<file path="config.mk">
export PLATFORM = sky130hd
export DESIGN_NAME = m68k_bus_ctrl
export DESIGN_NICKNAME = d
export VERILOG_FILES = /design/src/rtl/m68k_bus_ctrl.sv
export SDC_FILE = /design/constraint.sdc
export NUM_CORES = 1
export LEC_CHECK = 0
export CAP_MARGIN = 40
export CORE_MARGIN = 2
export CORE_UTILIZATION = 49
export DETAILED_ROUTE_END_ITERATION = 10
export DONT_BUFFER_PORTS = 1
export PLACE_DENSITY = 0.7
export SLEW_MARGIN = 20
export SYNTH_ARGS = -nofsm -noshare
export SYNTH_HDL_FRONTEND = slang
export SYNTH_SLANG_ARGS = --single-unit
</file>
<file path="constraint.sdc">
create_clock -name clk -period 2.38 [get_ports clk]
set_input_delay 0.476 -clock clk [delete_from_list [all_inputs] [get_ports clk]]
set_output_delay 0.476 -clock clk [all_outputs]
set_load 0.05 [all_outputs]
</file>
<file path="src/rtl/m68k_bus_ctrl.sv">
// 68000 bus controller: region decode, per-region wait states or external ack, bus-error timeout, fault latch.
// Zero-wait access acks two cycles after AS is sampled low; the CPU is held off by DTACK/BERR until it drops AS.
module m68k_bus_ctrl #(
    parameter int                              C_REGIONS  = 4,
    parameter int                              C_DEC_LO   = 15,
    parameter int                              C_DEC_BITS = 3,
    parameter logic [4*(1<<C_DEC_BITS)-1:0]    C_MAP      = 32'h00003210,
    parameter logic [4*C_REGIONS-1:0]          C_WAIT     = 16'h0000,
    parameter int                              C_TIMEOUT  = 255
) (
    input  logic                      clk,
    input  logic                      reset,
    input  logic                      as_n,
    input  logic                      uds_n,
    input  logic                      lds_n,
    input  logic                      rw,
    input  logic [22:0]               addr,
    input  logic [16*C_REGIONS-1:0]   rdata,
    input  logic [C_REGIONS-1:0]      ext_ack,
    input  logic                      fault_clr,
    output logic [15:0]               cpu_din,
    output logic                      dtack_n,
    output logic                      berr_n,
    output logic [C_REGIONS-1:0]      sel,
    output logic [C_REGIONS-1:0]      we,
    output logic                      ub,
    output logic                      lb,
    output logic                      fault_valid,
    output logic [22:0]               fault_addr
);

    typedef enum logic [2:0] {SYNC, IDLE, WAIT, XACK, ACK, BERR} state_t;

    localparam logic [7:0] TO_LAST = 8'(C_TIMEOUT - 1);

    state_t                 state_q, state_d;
    logic [2:0]             region_q, region_d;
    logic [22:0]            addr_q, addr_d;
    logic [3:0]             cnt_q, cnt_d;
    logic [7:0]             timer_q, timer_d;
    logic [C_REGIONS-1:0]   sel_q, sel_d;
    logic                   dtack_q, dtack_d;
    logic                   berr_q, berr_d;
    logic [15:0]            din_q, din_d;
    logic                   fv_q, fv_d;
    logic [22:0]            fa_q, fa_d;

    logic [C_DEC_BITS-1:0]  code;
    logic [3:0]             map_nib;
    logic [3:0]             wait_nib;
    logic                   mapped;
    logic [15:0]            cur_rdata;
    logic                   cur_ack;
    logic                   enter_berr;
    logic [22:0]            berr_addr;
    logic [C_REGIONS-1:0]   dec_sel;

    assign code   = addr[C_DEC_LO +: C_DEC_BITS];
    assign mapped = (int'(map_nib) < C_REGIONS);

    // Decode of the incoming address plus muxing for the latched region
    always_comb begin
        map_nib = 4'hF;
        for (int k = 0; k < (1 << C_DEC_BITS); k++)
            if (code == k[C_DEC_BITS-1:0]) map_nib = C_MAP[4*k +: 4];
        wait_nib  = 4'h0;
        dec_sel   = '0;
        cur_rdata = '0;
        cur_ack   = 1'b0;
        for (int r = 0; r < C_REGIONS; r++) begin
            if (map_nib == r[3:0]) begin
                wait_nib   = C_WAIT[4*r +: 4];
                dec_sel[r] = 1'b1;
            end
            if (region_q == r[2:0]) begin
                cur_rdata = rdata[16*r +: 16];
                cur_ack   = ext_ack[r];
            end
        end
    end

    always_comb begin
        state_d    = state_q;
        region_d   = region_q;
        addr_d     = addr_q;
        cnt_d      = cnt_q;
        timer_d    = timer_q;
        sel_d      = sel_q;
        dtack_d    = dtack_q;
        berr_d     = berr_q;
        din_d      = din_q;
        fv_d       = fv_q;
        fa_d       = fa_q;
        enter_berr = 1'b0;
        berr_addr  = addr_q;

        case (state_q)
            SYNC: if (as_n) state_d = IDLE;
            IDLE: begin
                if (!as_n) begin
                    region_d = map_nib[2:0];
                    addr_d   = addr;
                    if (!mapped) begin
                        state_d    = BERR;
                        berr_d     = 1'b0;
                        din_d      = 16'hFFFF;
                        enter_berr = 1'b1;
                        berr_addr  = addr;
                    end else begin
                        sel_d = dec_sel;
                        if (wait_nib == 4'hF) begin
                            state_d = XACK;
                            timer_d = 8'd0;
                        end else begin
                            state_d = WAIT;
                            cnt_d   = wait_nib;
                        end
                    end
                end
            end
            WAIT: begin
                if (as_n) begin
                    state_d = IDLE;
                    sel_d   = '0;
                end else if (cnt_q == 4'd0) begin
                    state_d = ACK;
                    dtack_d = 1'b0;
                    din_d   = cur_rdata;
                end else begin
                    cnt_d = cnt_q - 4'd1;
                end
            end
            XACK: begin
                if (as_n) begin
                    state_d = IDLE;
                    sel_d   = '0;
                end else if (cur_ack) begin
                    state_d = ACK;
                    dtack_d = 1'b0;
                    din_d   = cur_rdata;
                end else if (timer_q == TO_LAST) begin
                    state_d    = BERR;
                    berr_d     = 1'b0;
                    sel_d      = '0;
                    din_d      = 16'hFFFF;
                    enter_berr = 1'b1;
                end else begin
                    timer_d = timer_q + 8'd1;
                end
            end
            ACK: begin
                din_d = cur_rdata;
                if (as_n) begin
                    state_d = IDLE;
                    dtack_d = 1'b1;
                    sel_d   = '0;
                end
            end
            BERR: begin
                din_d = 16'hFFFF;
                if (as_n) begin
                    state_d = IDLE;
                    berr_d  = 1'b1;
                end
            end
            default: state_d = SYNC;
        endcase

        // A fault arriving with fault_clr is treated as the first fault after the clear
        if (fault_clr) fv_d = 1'b0;
        if (enter_berr && (!fv_q || fault_clr)) begin
            fv_d = 1'b1;
            fa_d = berr_addr;
        end
    end

    always_ff @(posedge clk) begin
        if (reset) begin
            state_q  <= SYNC;
            region_q <= '0;
            addr_q   <= '0;
            cnt_q    <= '0;
            timer_q  <= '0;
            sel_q    <= '0;
            dtack_q  <= 1'b1;
            berr_q   <= 1'b1;
            din_q    <= '0;
            fv_q     <= 1'b0;
            fa_q     <= '0;
        end else begin
            state_q  <= state_d;
            region_q <= region_d;
            addr_q   <= addr_d;
            cnt_q    <= cnt_d;
            timer_q  <= timer_d;
            sel_q    <= sel_d;
            dtack_q  <= dtack_d;
            berr_q   <= berr_d;
            din_q    <= din_d;
            fv_q     <= fv_d;
            fa_q     <= fa_d;
        end
    end

    assign sel         = sel_q;
    assign we          = sel_q & {C_REGIONS{~rw & ~(uds_n & lds_n)}};
    assign ub          = ~uds_n & (|sel_q);
    assign lb          = ~lds_n & (|sel_q);
    assign dtack_n     = dtack_q;
    assign berr_n      = berr_q;
    assign cpu_din     = din_q;
    assign fault_valid = fv_q;
    assign fault_addr  = fa_q;

endmodule

</file>
Yosys cells after proc, flatten, opt, wreduce, memory -nomap -nowiden --
Cells that the tools add are included.
Storage, ports and cells: bits in registers 87, input port bits 98, output and inout port bits 52, word-level logic and storage cells 161
Cells by class: add/subtract/negate cells 2, $lt $le $gt $ge 1, equal/unequal tests 38, multiplexer cells 72, bitwise gates (word level) 12, reductions and logical operators 25
Operators by type and width (number):
- $mux 16 | 11
- $pmux 16 s5 | 1
- $mux 4 | 18
- $mux 23 | 3
- $mux 1 | 25
- $mux 3 | 8
- $ne 2x2->1 const B | 12
- $eq 3x2->1 const B | 6
- $eq 3x3->1 const B | 6
- $reduce_and 7->1 | 2
- $ne 3x3->1 const B | 4
- $pmux 3 s4 | 1
- $pmux 4 s3 | 1
- $reduce_and 6->1 | 2
- $eq 3x1->1 const B | 3
- $logic_not 3->1 | 3
- $reduce_bool 3->1 | 3
- $add 8x1->8 const B | 1
- $eq 4x2->1 const B | 2
- $eq 8x8->1 const B | 1
- $logic_not 4->1 | 2
- $pmux 4 s2 | 1
- $reduce_and 4->1 | 2
- $not 1->1 | 7
- other kinds (19) | 25

Depth between registers and ports, before layout --
depth in word-level cells 15, depth in mapped cells 8, mapped depth without buffers 7

Worst setup path before layout --
Ideal clock, no wire load.
path kind register to output, start register sel_q[3] (netlist: sel[3]), end output lb, arrival 1.460 ns, data required time 1.904 ns, setup slack 0.444 ns, cell stages (with the launch flop) 3, buffers on the path 0, cells stage by stage dfxtp_1 nor4_1 nor2_1
On the way: cells in the longest elaborated chain, start to end 2
RTL lines:
- start, declared | line 41 | logic [C_REGIONS-1:0] sel_q, sel_d;
- start signal, assigned | line 196 | sel_q <= sel_d;
- $reduce_or 4->1 | line 208 | assign lb = ~lds_n & (|sel_q);
- $and 1x1->1 | line 208
- end, declared | line 27 | output logic lb,
No other way between the ends.

Final worst setup path --
start register cnt_q[0], end register din_q[2] (netlist: cpu_din[2])
On the way: cells in the longest elaborated chain, start to end 3
RTL lines:
- start, declared | line 39 | logic [3:0] cnt_q, cnt_d;
- start signal, assigned | line 194 | cnt_q <= cnt_d;
- $logic_not 4->1 | line 125 | end else if (cnt_q == 4'd0) begin
- $ne 2x2->1 (no source line)
- $reduce_and 7->1 (no source line)
- end signal, assigned | line 199 | din_q <= din_d;
- end, declared | line 44 | logic [15:0] din_q, din_d;
No other way between the ends. A chain may end at the register's enable or synchronous reset.

==> out/summary.json <==
{
  "worst_setup_path": {
    "critPathMaxFanout": 16,
    "crit_path_start_kind": "flip-flop",
    "r2r_end": "cpu_din[2]",
    "critical_path_class": "reg -> reg",
    "critical_path.endpoint_type": "flip-flop",
    "timing.reg2reg.setup_slack_ns": 0.19,
    "worst-endpoint-arrival_ns": 2.43,
    "crit_reg_reg_startpoint": "cnt_q[0]",
    "r2r_cells": 7,
    "critical_path_required_ns": 2.62
  },
  "clock_tree": {
    "tritoncts": "done",
    "clkLatencyLatePin_ns": 0.35,
    "cts_buffers": 9,
    "clock_root_buffer_master": "sky130_fd_sc_hd__clkbuf_8",
    "cts.hold.buffers_added": 0,
    "number_of_levels_in_the_clock_h_tree": 3,
    "clock_path_buffers": 2,
    "clock_slew_at_the_register_clock_pins_of_the_worst_setup_and_hold_paths_ns": 0.10,
    "cts_setup_buffers": 0,
    "tritoncts_num_sinks": 87,
    "ctsResizeCount": 0
  },
  "die": {
    "design.core.area_um2": 8130,
    "floorplan.initialDensity_pct": 50.3,
    "dieWidth_um": 95.4,
    "die_height_um": 95.4,
    "design.die.area_um2": 9100,
    "placementRows": 33,
    "io_pins": 150
  },
  "pwr": {
    "total_switching_power_uw": 701,
    "pwr-share-comb_pct": 6.5,
    "clkPwrFrac_pct": 37.9,
    "power_density_nw_per_um2": 639,
    "power_mw": 2.80,
    "pleak_nw": 1.64,
    "netSwitchingFraction_pct": 25.0,
    "power.ir.vdd_worst_mv": 0.388,
    "p_int_mw": 2.10,
    "power_frac_seq_pct": 55.7
  },
  "finish": {
    "nets_finish": 525,
    "num_antenna_cells": 0,
    "area_taken_by_multi_input_logic_gates_um2": 2130,
    "final_design_area_no_fill_um2": 4390,
    "drive_gt1_share_pct": 15.7,
    "layout.cells.non_filler": 533,
    "sequential_cell_area_um2": 1740,
    "layout-area-overhead-vs-synth_pct": 7.19,
    "fillCellCount": 735,
    "most-common-layout-cells": "87 x sky130_fd_sc_hd__dfxtp_1, 57 x sky130_fd_sc_hd__nand2_1, 40 x sky130_fd_sc_hd__nor2_1, 33 x sky130_fd_sc_hd__a21oi_1, 27 x sky130_fd_sc_hd__mux2i_1",
    "utilization_pct": 53.9,
    "most_common_cell_after_layout_fill_and_taps_aside": "sky130_fd_sc_hd__dfxtp_1"
  },
  "synthesis": {
    "asyncSetResetFlopFracSynth_pct": 0,
    "synth_sequential_area_ratio_pct": 42.6,
    "ys.warnings.count": 0,
    "synth.ff_latch_count": 87,
    "ys_types": 49,
    "synth_enable_flop_cells": 0,
    "syn-mean-instance-area_um2": 9.56,
    "ys.flop_type": "sky130_fd_sc_hd__dfxtp_1",
    "synth.cell_area_um2": 4090,
    "syn_inst_count": 428,
    "synth.net_count": 530
  },
  "global_routing": {
    "gr-total-overflow": 0,
    "antenna_found_initial": 0,
    "grt_start_max_net_pins": 89,
    "grt_util_all_layers_pct": 18.7,
    "grt_first_pass_wirelength_um": 13500,
    "first_global_vias": 2845
  },
  "placement": {
    "place_congestion": 0.843,
    "detailedPlacementHpwl_um": 6180,
    "place_area_um2": 4180,
    "dpl_worst_slack_ns": 0.173,
    "numPortBuffers": 0,
    "placedCellCount": 517
  },
  "timing": {
    "finClkSkew_ns": 0.0173,
    "tightestPinTransition_ns": 0.834,
    "layout_worst_path_cycle_share_pct": 92.1,
    "worst_slew_margin_rel_pct": 44.4,
    "timing.final.ws_setup_ns": 0.189,
    "tns_ns": 0,
    "hold_violations": 0,
    "unrepaired_setup_endpoints_after_global_routing": "false",
    "maxClockFrequency_mhz": 456,
    "fin_crit_ns": 2.19,
    "final-max-slew-violation-count": 0,
    "hold-worst-slack_ns": 0.191,
    "report.final.setup_viol": 0
  },
  "min_path": {
    "hold_end": "fault_addr[5]",
    "timing.hold.worst_path_depth": 1,
    "hold_path.class": "in -> reg",
    "min_from": "reset"
  },
  "routing": {
    "average_wire_per_standard_cell_um": 16.3,
    "first_iter_violations": 130,
    "num_vias": 2982,
    "dr.pass1.iters": 4,
    "detail_route.vias_per_cell": 5.59,
    "drc": 0,
    "drt-total-wl_um": 8680,
    "remaining_antenna_violation_count_after_routing": 0
  },
  "run": {
    "timing.max_cap.violations": 0
  },
  "outcome": {
    "run_status": "finished, final reports clean"
  }
}
==> cell families (layout without fill, tap and decap cells) <==
family                     after synthesis  count (layout)  synth area share [%]
adders and majority gates                4               4                  1.22
DFF                                     87              87                  42.6
and+or+nand+nor                        167             167                  20.2
xor gates and xnor gates                 9               9                  1.93
AOI/OAI and AO/OA                       66              66                  12.5
muxes                                   45              45                  16.1
buffers and inverters                   50              50                  5.50
==> layout make-up <==
cell class / count / area share (%)
multi-input cells: 291 / 48.6
flip-flops and latches: 87 / 39.7
clock buffers: 11 / 3.22
well taps: 105 / 3.00
repair buffers: 13 / 2.23
inverters: 21 / 1.80
clock inverters: 5 / 1.46
==> synthesized netlist by cell type, drive strengths merged (7+ instances only) <==
master | instances | share of area, %
mux4 | 16 | 8.8
a21oi | 33 | 4.0
nor3 | 8 | 1.1
xnor2 | 7 | 1.5
inv | 21 | 1.9
a221oi | 17 | 5.3
mux2i | 29 | 7.3
clkbuf | 16 | 1.5
nand2b | 26 | 4.0
buf | 13 | 2.1
dfxtp | 87 | 43
nand2 | 58 | 5.4
nor2 | 40 | 3.7
==> flip-flops by register name, indices dropped and copies added (netlist names) <==
| name | cells |
|---|---|
| addr_q | 23 |
| berr_n | 1 |
| cnt_q | 4 |
| cpu_din | 16 |
| dtack_n | 1 |
| fault_addr | 23 |
| fault_valid | 1 |
| region_q | 3 |
| sel | 4 |
| state_q | 3 |
| timer_q | 8 |
==> worst max-delay path by stage <==
stage | startpoint | endpoint | depth (start not counted)
after global placement | cnt_q[0] | cpu_din[4] | 7
after CTS | cnt_q[0] | cpu_din[2] | 7
final | cnt_q[0] | cpu_din[2] | 7
after global routing | cnt_q[0] | cpu_din[2] | 7
after detailed placement | cnt_q[0] | cpu_din[2] | 7
after floorplan | sel[3] | lb | 2
==> power groups by stage <==
stage	combinational [mW]	sequential [mW]	clock, mW
6_report	0.181	1.56	1.06
2_1_floorplan	0.181	1.58	0
3_3_place_gp	0.179	1.59	0
5_1_grt	0.203	1.56	1.15
3_5_place_dp	0.182	1.59	0
4_1_cts	0.183	1.56	1.09
==> critical path, cell delays in order (launching register included) <==
cell and delay, ns:
sky130_fd_sc_hd__dfxtp_1 0.37, sky130_fd_sc_hd__inv_1 0.07, sky130_fd_sc_hd__ha_1 0.18, sky130_fd_sc_hd__nor3b_1 0.15, sky130_fd_sc_hd__or2_2 0.29, sky130_fd_sc_hd__a31o_2 0.25, sky130_fd_sc_hd__o21a_1 0.38, sky130_fd_sc_hd__a221oi_1 0.40
==> per-layer routing <==
metal	vias to the layer above	global-route usage, %	wire length, um
li1	1484	-	-
met1	1386	23.1	3620
met2	105	32.5	4280
met3	7	5.61	709
met4	0	3.69	66
met5	-	0	0
Note: power is estimated with default switching activity, not from simulation.
